===== config.mk =====
export PLATFORM = sky130hd
export DESIGN_NAME = node_tik_sched
export DESIGN_NICKNAME = d
export VERILOG_FILES = /design/src/rtl/node_sched_pkg.sv /design/src/rtl/sched_delay_line.sv /design/src/rtl/node_tik_sched.sv
export SDC_FILE = /design/constraint.sdc
export NUM_CORES = 1
export LEC_CHECK = 0
export CORE_MARGIN = 3
export CORE_UTILIZATION = 49
export CTS_CLUSTER_DIAMETER = 80
export DETAILED_ROUTE_END_ITERATION = 6
export PLACE_DENSITY = 0.86
export SYNTH_ARGS = -nofsm -noshare
export SYNTH_HDL_FRONTEND = slang
export SYNTH_SLANG_ARGS = --single-unit

===== constraint.sdc =====
create_clock -name clk -period 2.8 [get_ports clk]
set_clock_uncertainty 0.15 [all_clocks]
set_input_delay 0.42 -clock clk [delete_from_list [all_inputs] [get_ports clk]]
set_output_delay 0.42 -clock clk [all_outputs]
set_load 0.01 [all_outputs]

===== src/rtl/node_sched_pkg.sv =====
// Shared types for the per-node tik scheduler: sweep state encoding and default widths.
package node_sched_pkg;

  localparam int NNW_DEF = 12;
  localparam int NNW_CNT = NNW_DEF + 1;

  typedef enum logic [2:0] {
    IDLE,
    DRAIN,
    SWEEP,
    FLUSH,
    DONE
  } sched_state_t;

endpackage


===== src/rtl/sched_delay_line.sv =====
// Fixed-latency shift register; every stage clears on reset.
module sched_delay_line #(
  parameter int W = 1,
  parameter int D = 1
) (
  input  logic         clk,
  input  logic         rst,
  input  logic [W-1:0] din,
  output logic [W-1:0] dout
);

  logic [W-1:0] sr [D];

  always_ff @(posedge clk or posedge rst) begin
    if (rst) begin
      for (int unsigned i = 0; i < D; i++) sr[i] <= '0;
    end else begin
      sr[0] <= din;
      for (int unsigned i = 1; i < D; i++) sr[i] <= sr[i-1];
    end
  end

  assign dout = sr[D-1];

endmodule


===== src/rtl/node_tik_sched.sv =====
// Per-node time-step scheduler: on tik, drain the spike path, then sweep neurons
// 0..n_lat-1 through sd read-clear and soma update, stalling on spk_out backpressure.
module node_tik_sched
  import node_sched_pkg::*;
#(
  parameter int NNW  = NNW_DEF,
  parameter int PIPE = 1
) (
  input  logic           clk,
  input  logic           rst,
  input  logic           tik,
  input  logic           enable,
  input  logic [NNW:0]   neu_num,
  input  logic           axon_busy,
  input  logic           spk_in_empty,
  input  logic           spk_out_full,
  output logic           sched_hold,
  output logic           sd_vld,
  output logic [NNW-1:0] sd_vm_addr,
  output logic           sd_clear,
  output logic           soma_vld,
  output logic [NNW-1:0] soma_vm_addr,
  output logic           sched_busy,
  output logic           done,
  output logic           tik_overrun
);

  localparam int FCW = (PIPE > 1) ? $clog2(PIPE) : 1;
  localparam logic [FCW-1:0] F_LAST = FCW'(PIPE - 1);
  localparam logic [NNW:0]   N_ONE  = {{NNW{1'b0}}, 1'b1};

  sched_state_t   state, state_nxt;
  logic [NNW-1:0] addr;
  logic [NNW:0]   n_lat;
  logic           pending;
  logic [FCW-1:0] fcnt;
  logic           ovr_q;

  logic tik_eff, drain_ok, issue, last_issue, flush_end;
  logic [NNW:0] soma_bus;

  assign tik_eff    = tik & enable;
  assign drain_ok   = ~axon_busy & spk_in_empty;
  assign issue      = (state == SWEEP) & ~spk_out_full;
  assign last_issue = issue & ({1'b0, addr} == (n_lat - N_ONE));
  assign flush_end  = (state == FLUSH) & (fcnt == F_LAST);

  always_ff @(posedge clk or posedge rst) begin
    if (rst) state <= IDLE;
    else     state <= state_nxt;
  end

  always_comb begin
    state_nxt  = state;
    sched_hold = 1'b0;
    sched_busy = 1'b0;
    sd_vld     = 1'b0;
    done       = 1'b0;
    unique case (state)
      IDLE: begin
        if (tik_eff | pending) state_nxt = DRAIN;
      end
      DRAIN: begin
        sched_hold = 1'b1;
        sched_busy = 1'b1;
        if (drain_ok) state_nxt = (n_lat == '0) ? FLUSH : SWEEP;
      end
      SWEEP: begin
        sched_hold = 1'b1;
        sched_busy = 1'b1;
        sd_vld     = issue;
        if (last_issue) state_nxt = FLUSH;
      end
      FLUSH: begin
        sched_hold = 1'b1;
        sched_busy = 1'b1;
        if (flush_end) state_nxt = DONE;
      end
      DONE: begin
        sched_hold = 1'b1;
        sched_busy = 1'b1;
        done       = 1'b1;
        state_nxt  = IDLE;
      end
      default: state_nxt = IDLE;
    endcase
  end

  // A tik landing on the same IDLE cycle that serves a pending request is
  // deferred into pending again rather than merged into the current sweep.
  always_ff @(posedge clk or posedge rst) begin
    if (rst) begin
      addr    <= '0;
      n_lat   <= '0;
      pending <= 1'b0;
      fcnt    <= '0;
      ovr_q   <= 1'b0;
    end else begin
      ovr_q <= 1'b0;
      if (state == IDLE) begin
        if (tik_eff | pending) begin
          n_lat <= neu_num;
          if (tik_eff & pending) ovr_q <= 1'b1;
          else                   pending <= 1'b0;
        end
      end else if (tik_eff) begin
        pending <= 1'b1;
        ovr_q   <= 1'b1;
      end
      if (issue) addr <= last_issue ? '0 : addr + 1'b1;
      if (state == FLUSH) fcnt <= fcnt + 1'b1;
      else                fcnt <= '0;
    end
  end

  assign sd_vm_addr  = addr;
  assign sd_clear    = sd_vld;
  assign tik_overrun = ovr_q;

  sched_delay_line #(
    .W(NNW + 1),
    .D(PIPE)
  ) u_soma_dly (
    .clk  (clk),
    .rst  (rst),
    .din  ({sd_vld, sd_vm_addr}),
    .dout (soma_bus)
  );

  assign soma_vld     = soma_bus[NNW];
  assign soma_vm_addr = soma_bus[NNW-1:0];

endmodule


==> run summary <==
Worst setup SP type = flip-flop
post-synthesis simple-gate area fraction = 0.1952
Starting Density = 0.5193
FP Rows = 23
routed vias/inst = 5.571
post-route non-filler standard cell count = 296
power per cell area = 894.2 nW/um^2
R2R Path Start = n_lat[0]$_DFFE_PP0P_
Synthesized Nets = 213
critical path class = reg2reg
Hold Path Origin = fcnt$_DFF_PP0_
Max-Cap Viols = 0
aggregate global routing overflow = 0
drt first-iter violations = 100
DRT Pass-1 Iters = 5
hold depth = 1
Synth Instances = 190
fmax = 0.3773 GHz
Compound-Gate Fraction of Synth Area = 0.06722
Worst R2R End = state[0]$_DFFE_PP0P_
RSZ-0062 raised after global routing = no
Post-Synth XOR/XNOR Area = 0.09906
synthesized cell area = 2122 um^2
setup slack, reg-to-reg = 0.15 ns
ys flop type = dfrtp_1
TritonCTS Buffers = 5
clock slew at reported path FFs = 0.08 ns
placed cell area = 2683 um^2
fin util = 0.6810
global-route wire length before repair = 7224 um
# clock sinks = 44
Max-slew headroom = 0.6417
nets@finish = 268
setup TNS = 0 ns
Inst Count DP = 288
Distinct cells, synth = 38
crit path time final = 2.650 ns
Post-synth EDFFs = 0
die width = 71.81 um
Req. time, crit path = 2.88 ns
Final Hold Fails = 0
port bufs = 50
Worst Hold Class = reg2reg
worst slew pin tran = 0.5375 ns
DR vias = 1649
Synthesis Warnings = 0
sequential area share after synthesis = 0.5189
crit end category = flip-flop
Synth Register Bits = 44
R2R cell count = 8
Post-DRT Antenna Nets = 0
Synth-to-Final Area Change = 31.13%
layout cells sized above 1 = 0.1220
# hold bufs at CTS = 0
Clock Latency Late Sink = 0.30 ns
fin crit share = 0.9465
# IOs = 51
pin count of the biggest net entering global routing = 45
DRC = 0
HPWL after DPL = 3162 um
CTS root buf = clkbuf_8
H-tree depth = 2
final setup fails = 0
total power = 2.488 mW
Synth async-reset ratio = 1.000
Final Max Tran Viols = 0
Die Y = 71.81 um
CTS tree = done
worst vdd ir = 0.5542 mV
final WL = 4388 um
status = completed
largest family of logic cells by synthesized area = simple AND/OR/NAND/NOR gates
core area = 4086 um^2
diode count = 0
most frequent cells in the layout = clkdlybuf4s50_1 (50), dfrtp_1 (43), nor2_1 (23)
Die Area = 5156 um^2
maximum root-to-sink buffer count = 2
initial antenna violation count = 0
DR WL/cell = 14.82 um
global-route usage over all layers = 0.1813
Synth Area in Adders = 0.02241
worst-path maximum fanout = 4
Final Wtd Congestion = 0.8900
vias in the first global route = 1543
syn_area_per_cell = 11.17 um^2
post-route design area = 2783 um^2
WHS Endpoint = fcnt$_DFF_PP0_
commonest non-fill, non-tap cell in the layout = clkdlybuf4s50_1
Worst EP arrival = 2.73 ns
mux contribution to synthesized area = 0.07311
Lkg Pwr = 1.153 nW
registers in the layout, indices dropped and copies added, names as in the netlist:
register         flops
u_soma_dly.dout     13
n_lat               13
state                3
fcnt                 1
pending              1
tik_overrun          1
sd_vm_addr          12
through the flow:
step                      hold slack, ns  worst slack, ns
after detailed placement          0.3252          0.07362
after global routing              0.3678          0.02502
after global placement            0.3247           0.2303
after CTS                         0.3368          0.06134
after floorplan                   0.2997           0.2921
final                             0.3356           0.1497
worst max-delay path by stage:
| stage | start | end | slack [ns] | cells after the start |
|---|---|---|---|---|
| 6_report | n_lat[0]$_DFFE_PP0P_ | state[0]$_DFFE_PP0P_ | 0.15 | 8 |
| 5_1_grt | n_lat[0]$_DFFE_PP0P_ | state[0]$_DFFE_PP0P_ | 0.03 | 8 |
| 4_1_cts | n_lat[0]$_DFFE_PP0P_ | state[0]$_DFFE_PP0P_ | 0.06 | 8 |
| 3_5_place_dp | n_lat[0]$_DFFE_PP0P_ | state[0]$_DFFE_PP0P_ | 0.07 | 8 |
| 3_3_place_gp | n_lat[0]$_DFFE_PP0P_ | state[0]$_DFFE_PP0P_ | 0.23 | 8 |
| 2_1_floorplan | n_lat[0]$_DFFE_PP0P_ | state[0]$_DFFE_PP0P_ | 0.29 | 8 |
cells in the mapped netlist (2+ instances only):
cell type  number  area, um^2
xor2_1         12       105.1
nor3_1          2       10.01
o21a_1          2       15.01
xnor2_1        12       105.1
clkbuf_1        2       7.510
or3_1           3       18.77
and3_1          5       31.28
nor4_1          6       37.54
o21ai_0         5       25.02
mux2i_1         2       20.02
ha_1            3       37.54
nand2_1         8       30.03
dfrtp_1        44        1101
buf_4           2       15.01
mux2_2         12       135.1
inv_1           5       18.77
nand3_1         5       25.02
or4_1           2       15.01
nand4_1         9       56.30
a31oi_1         3       18.77
buf_2           2       10.01
a21oi_1         3       15.01
a32oi_1         2       17.52
and2_1          2       12.51
o31ai_1         2       15.01
nor2_1         23       86.33
per-layer routing:
metal,share of wire,up-vias,GRT usage
li1,-,787,-
met5,0,-,0
met1,0.45,794,0.2360
met2,0.47,56,0.2898
met4,0.020,0,0.06889
met3,0.064,12,0.04909
area by class of cell:
cell class,count,area (um^2)
multi-input cells,135,975.9
fillers,327,1304
clock buffers,6,82.58
repair buffers,54,530.5
inverters,5,18.77
clock inverters,2,10.01
flip-flops and latches,44,1102
well taps,50,62.56
what timing repair did:
item / in CTS / in global routing
buffers inserted: 0 / 0
setup endpoints to repair: 0 / 1
endpoints found under the hold margin: 0 / 0
resized for setup: 0 / 2
critical path: stages, from the launching register on:
cell and delay [ns]:
dfrtp_2 0.45, inv_1 0.11, ha_1 0.20, or3b_1 0.40, nor4_2 0.27, xnor2_1 0.17
nand4_1 0.14, or4_1 0.52, a31oi_1 0.17
where the power goes:
part	switching, mW	total, mW	internal (mW)
Sequential	0.277	1.09	0.813
Combinational	0.450	0.991	0.541
Clock	0.210	0.407	0.197
Total	0.938	2.49	1.55
kinds of logic after synthesis:
logic type / count (synthesis)
flops: 44
simple gates: 72
xor+xnor: 24
mux: 14
fa+ha+maj: 4
compound gates: 21
buf+inv: 11
Note: power is estimated with default switching activity, not from simulation.
